File: config.mk
export PLATFORM = sky130hd
export DESIGN_NAME = alu_word_sequencer
export DESIGN_NICKNAME = d
export VERILOG_FILES = /design/src/rtl/alu_seq_pkg.sv /design/src/rtl/alu_word_sequencer.sv
export SDC_FILE = /design/constraint.sdc
export NUM_CORES = 1
export LEC_CHECK = 0
export CAP_MARGIN = 20
export CELL_PAD_IN_SITES_DETAIL_PLACEMENT = 1
export CELL_PAD_IN_SITES_GLOBAL_PLACEMENT = 2
export CORE_MARGIN = 2
export CORE_UTILIZATION = 41
export DETAILED_ROUTE_END_ITERATION = 6
export DONT_BUFFER_PORTS = 1
export MAX_ROUTING_LAYER = met4
export PLACE_DENSITY = 0.74
export REMOVE_ABC_BUFFERS = 1
export SLEW_MARGIN = 10
export SYNTH_ARGS = -nofsm -noshare
export SYNTH_HDL_FRONTEND = slang
export SYNTH_SLANG_ARGS = --single-unit
File: constraint.sdc
create_clock -name clk -period 2.2 [get_ports clk]
set_input_delay 0.33 -clock clk [delete_from_list [all_inputs] [get_ports clk]]
set_output_delay 0.33 -clock clk [all_outputs]
set_load 0.01 [all_outputs]
File: src/rtl/alu_seq_pkg.sv
// Shared encodings for the multi-precision ALU word sequencer.
// Op codes, FSM states and the arithmetic unit select value.
package alu_seq_pkg;

  localparam logic [1:0] OP_ADD = 2'b00;
  localparam logic [1:0] OP_SUB = 2'b01;
  localparam logic [1:0] OP_INC = 2'b10;
  localparam logic [1:0] OP_DEC = 2'b11;

  localparam logic [1:0] S_IDLE = 2'd0;
  localparam logic [1:0] S_EXEC = 2'd1;
  localparam logic [1:0] S_DONE = 2'd2;

  localparam logic [1:0] ALU_SEL_ADD = 2'b00;

  function automatic logic carry_seed(
    input logic [1:0] op,
    input logic       cin
  );
    logic s;
    s = 1'b0;
    unique case (op)
      OP_ADD: s = cin;
      OP_SUB: s = 1'b1;
      OP_INC: s = 1'b1;
      OP_DEC: s = 1'b0;
    endcase
    return s;
  endfunction

endpackage

File: src/rtl/alu_word_sequencer.sv
// W-word ADD/SUB/INC/DEC sequencer over an external N-bit adder, LSW first.
// Optional ALU_WORD_SEQ_OVF_EN enables the signed overflow flag.
module alu_word_sequencer
  import alu_seq_pkg::*;
#(
  parameter int N = 4,
  parameter int W = 4
) (
  input  logic           clk,
  input  logic           rst,
  input  logic           start,
  input  logic [1:0]     op,
  input  logic           cin,
  input  logic [W*N-1:0] opa,
  input  logic [W*N-1:0] opb,
  output logic           busy,
  output logic           done,
  output logic [W*N-1:0] result,
  output logic           carry_out,
  output logic           zero,
  output logic           ovf,
  output logic [N-1:0]   alu_a,
  output logic [N-1:0]   alu_b,
  output logic           alu_cin,
  output logic [1:0]     alu_sel,
  input  logic [N-1:0]   alu_res,
  input  logic           alu_cout
);

  localparam int IW = (W > 1) ? $clog2(W) : 1;

  logic [1:0]            state;
  logic [1:0]            op_q;
  logic [IW-1:0]         idx;
  logic                  carry_q;
  logic                  carry_out_q;
  logic                  zero_q;
  logic [W-1:0][N-1:0]   a_q;
  logic [W-1:0][N-1:0]   b_q;
  logic [W-1:0][N-1:0]   result_q;
  logic [W-1:0][N-1:0]   res_next;
  logic [N-1:0]          a_word;
  logic [N-1:0]          b_cond;
  logic                  in_exec;
  logic                  last;

  assign in_exec = (state == S_EXEC);
  assign last    = (idx == IW'(W - 1));

  always_comb begin
    a_word = a_q[idx];
    b_cond = b_q[idx];
    unique case (op_q)
      OP_ADD: b_cond = b_q[idx];
      OP_SUB: b_cond = ~b_q[idx];
      OP_INC: b_cond = '0;
      OP_DEC: b_cond = '1;
    endcase
  end

  always_comb begin
    res_next      = result_q;
    res_next[idx] = alu_res;
  end

  assign alu_a   = in_exec ? a_word : '0;
  assign alu_b   = in_exec ? b_cond : '0;
  assign alu_cin = in_exec & carry_q;
  assign alu_sel = ALU_SEL_ADD;

  assign busy      = (state != S_IDLE);
  assign done      = (state == S_DONE);
  assign result    = result_q;
  assign carry_out = carry_out_q;
  assign zero      = zero_q;

`ifdef ALU_WORD_SEQ_OVF_EN
  logic ovf_q;
  assign ovf = ovf_q;

  always_ff @(posedge clk or posedge rst) begin
    if (rst) begin
      ovf_q <= 1'b0;
    end else if (state == S_IDLE && start) begin
      ovf_q <= 1'b0;
    end else if (in_exec && last) begin
      ovf_q <= (a_word[N-1] == b_cond[N-1]) &&
               (alu_res[N-1] != a_word[N-1]);
    end
  end
`else
  assign ovf = 1'b0;
`endif

  always_ff @(posedge clk or posedge rst) begin
    if (rst) begin
      state       <= S_IDLE;
      op_q        <= OP_ADD;
      idx         <= '0;
      carry_q     <= 1'b0;
      carry_out_q <= 1'b0;
      zero_q      <= 1'b0;
      a_q         <= '0;
      b_q         <= '0;
      result_q    <= '0;
    end else begin
      unique case (state)
        S_IDLE: begin
          if (start) begin
            a_q         <= opa;
            b_q         <= opb;
            op_q        <= op;
            idx         <= '0;
            carry_q     <= carry_seed(op, cin);
            result_q    <= '0;
            carry_out_q <= 1'b0;
            zero_q      <= 1'b0;
            state       <= S_EXEC;
          end
        end
        S_EXEC: begin
          result_q <= res_next;
          carry_q  <= alu_cout;
          if (last) begin
            carry_out_q <= alu_cout;
            zero_q      <= (res_next == '0);
            state       <= S_DONE;
          end else begin
            idx <= idx + 1'b1;
          end
        end
        S_DONE:  state <= S_IDLE;
        default: state <= S_IDLE;
      endcase
    end
  end

endmodule

==> qor.yml <==
maxSlewViolCount: 0
cts_buffers: 9
hold_viol: 0
end_kind: "output port"
ys_top_cells_by_count: "57 x dfrtp_1, 36 x mux2_2, 15 x a32o_1"
io-pin-count: 75
clock_latency_ns: 0.32
cp_top_family: "multiplexers"
criticalPathCategory: "reg -> out"
drive_gt1_share_pct: 37.6
rsz0062_at_grt: "yes"
clock_path_buffers: 2
crit_buf_inv: 0
tightest_slew_ns: 0.531
synth_edf_count: 0
syn-cell-area_sq_um: 2780
yosys-top-cells-area: "dfrtp_1 51%, mux2_2 15%, mux4_2 6.5%"
core_area_sq_um: 6680
grt_pass1_vias: 1934
period_needed_ns: 2.10
cts_tree: "yes"
drt_iter0_drc: 56
dp_hpwl_um: 4640
cts-root-buf: "clkbuf_8"
antenna_cells: 0
gr-total-overflow: 0
setup_violations: 0
yosysSeqAreaShare_pct: 51.3
path_depth: 4
finClkSkew_ns: 0.00483
peakVddDrop_v: 0.000559
fin_nets: 273
final_antenna_net_count: 0
synth_warnings: 0
fmax_mhz: 475
startpoint_type: "flop"
synth.most_common_cell: "dfrtp_1"
rows: 30
wl_per_cell_um: 19.7
synth_cell_types: 33
hp-class: "in -> reg"
status: "finished clean"
cp_max_fo: 7
yosys.area.top_type: "dfrtp_1"
fillers: 696
dieArea_sq_um: 7460
placed_cells: 290
cpPeakStageDelay_ns: 0.54
syn_inst: 211
synth_top_area_share_pct: 51.3
path_cells: "mux4_2, nor2b_1, xnor2_1, nor2_2"
vias: 1754
grt_pass1_wl_um: 9960
slowest_stage: "mux4_2"
wl_um: 6100
initial_utilization_pct: 41.6
final_util_pct: 46.3
synth_ff_type: "dfrtp_1"
slew_headroom_pct: 64.2
die_x_um: 86.4
syn_to_final_growth_pct: 11.2
synth_area_per_cell_sq_um: 13.2
fin_cells: 309
grt_max_degree: 23
whs_path_depth: 2
grt_usage_pct: 17.9
viasPerCell: 5.68
power.density_nw_per_um2: 1640
cts.sinks: 57
reg2reg_depth: 7
dieHeight_um: 86.4
p_leak_nw: 1.32
drt_pass1_iterations: 4
h-tree-depth: 3
critPathArrivalTime_ns: 1.77
synthArstFlopShare_pct: 100
clk_pin_slew_ns: 0.06
fin_total_pwr_w: 0.00507
drc: 0
io_buffers: 0
min_period_over_period_pct: 95.6
gp_congestion: 0.766
crit_required_ns: 1.87
synth_seq_cells: 57
maxCapViolCount: 0
antenna_found_initial: 0
cells in the final DEF (no fill, tap or decap), types with 2 or more instances in the layout:
cell,count
dfrtp_2,2
nor2_1,10
inv_1,6
nor2_2,4
or3_1,2
ha_1,6
a21oi_1,4
mux2i_1,2
o21ai_0,7
xnor2_1,4
nand2_1,4
nor2b_1,6
a32o_1,15
nand2b_1,2
clkbuf_8,11
clkbuf_1,2
conb_1,3
clkinv_2,3
buf_4,16
a22o_1,2
nor3_1,2
dfrtp_1,55
mux4_2,8
mux2_2,36
and2_1,5
power by group:
part	switching, W	internal, W	leakage (nW)	total [W]
sequential	0.000444	0.00154	0.699	0.00199
combinational	0.00104	0.00119	0.526	0.00223
clock	0.000388	0.000465	0.0932	0.000853
total	0.00187	0.00320	1.32	0.00507
path summary, 6_finish.rpt:
check	from	endpoint	slack, ns
hold reg to reg	a_q[0]$_DFFE_PP0P_	a_q[0]$_DFFE_PP0P_	0.50
setup / recovery	idx[0]$_DFFE_PP0P_	alu_b[0]	0.1
min in group asynchronous	rst	a_q[9]$_DFFE_PP0P_	0.46
hold / removal	alu_cout	carry_out$_DFFE_PP0P_	0.14
setup reg to reg	idx[0]$_DFFE_PP0P_	zero$_DFFE_PP0P_	0.21
max in group asynchronous	rst	b_q[8]$_DFFE_PP0P_	1.11
registers in the layout, summed over array words and instances (netlist names):
register / flops
op_q: 2
carry_out: 1
idx: 2
result: 16
a_q: 16
b_q: 16
state: 2
carry_q: 1
zero: 1
per-stage QoR:
| step | instance area [sq um] | setup slack, ns | TNS [ns] | hold WS (ns) |
|---|---|---|---|---|
| 5_1_grt | 3090 | -0.00679 | -0.0104 | 0.131 |
| 3_5_place_dp | 2880 | 0.0774 | 0 | 0.241 |
| 3_3_place_gp | 2880 | 0.142 | 0 | 0.221 |
| 6_report | 3090 | 0.0969 | 0 | 0.143 |
| 4_1_cts | 3080 | 0.0169 | 0 | 0.130 |
| 2_1_floorplan | 2670 | -1.80 | -91.29 | 0.466 |
metal layers:
metal	global-route usage [%]	share of wire, %
met5	-	0
met4	5.11	1.0
met3	5.43	6.5
met2	28.9	51
met1	21.9	41
logic make-up (layout without fill, tap and decap cells):
group | Yosys count | in the layout | synth area share (%)
fa+ha+maj | 6 | 6 | 2.70
flops | 57 | 57 | 51.3
other cells | 1 | 3 | 0.135
simple gates | 38 | 38 | 6.88
xor+xnor | 4 | 4 | 1.26
buf+inv | 24 | 40 | 5.35
compound gates | 34 | 34 | 10.1
mux | 47 | 47 | 22.3
area by class of cell:
| class | instances | area, sq um | area share (%) |
|---|---|---|---|
| sequential | 57 | 1430 | 46.2 |
| timing repair buffer | 17 | 130 | 4.21 |
| clock inverter | 3 | 15.0 | 0.485 |
| multi-input combinational | 132 | 1230 | 39.9 |
| tap | 80 | 100 | 3.23 |
| clock buffer | 13 | 159 | 5.14 |
| inverter | 7 | 26.3 | 0.849 |
what timing repair did:
action                                  in CTS  in global routing
pin swaps                                    0                  0
endpoints found under the setup margin       7                  5
gates resized for setup                      2                  5
buffers inserted                             2                  0
hold buffers                                 1                  0
endpoints found under the hold margin       17                  0
Power figures use the tool's default switching activity.
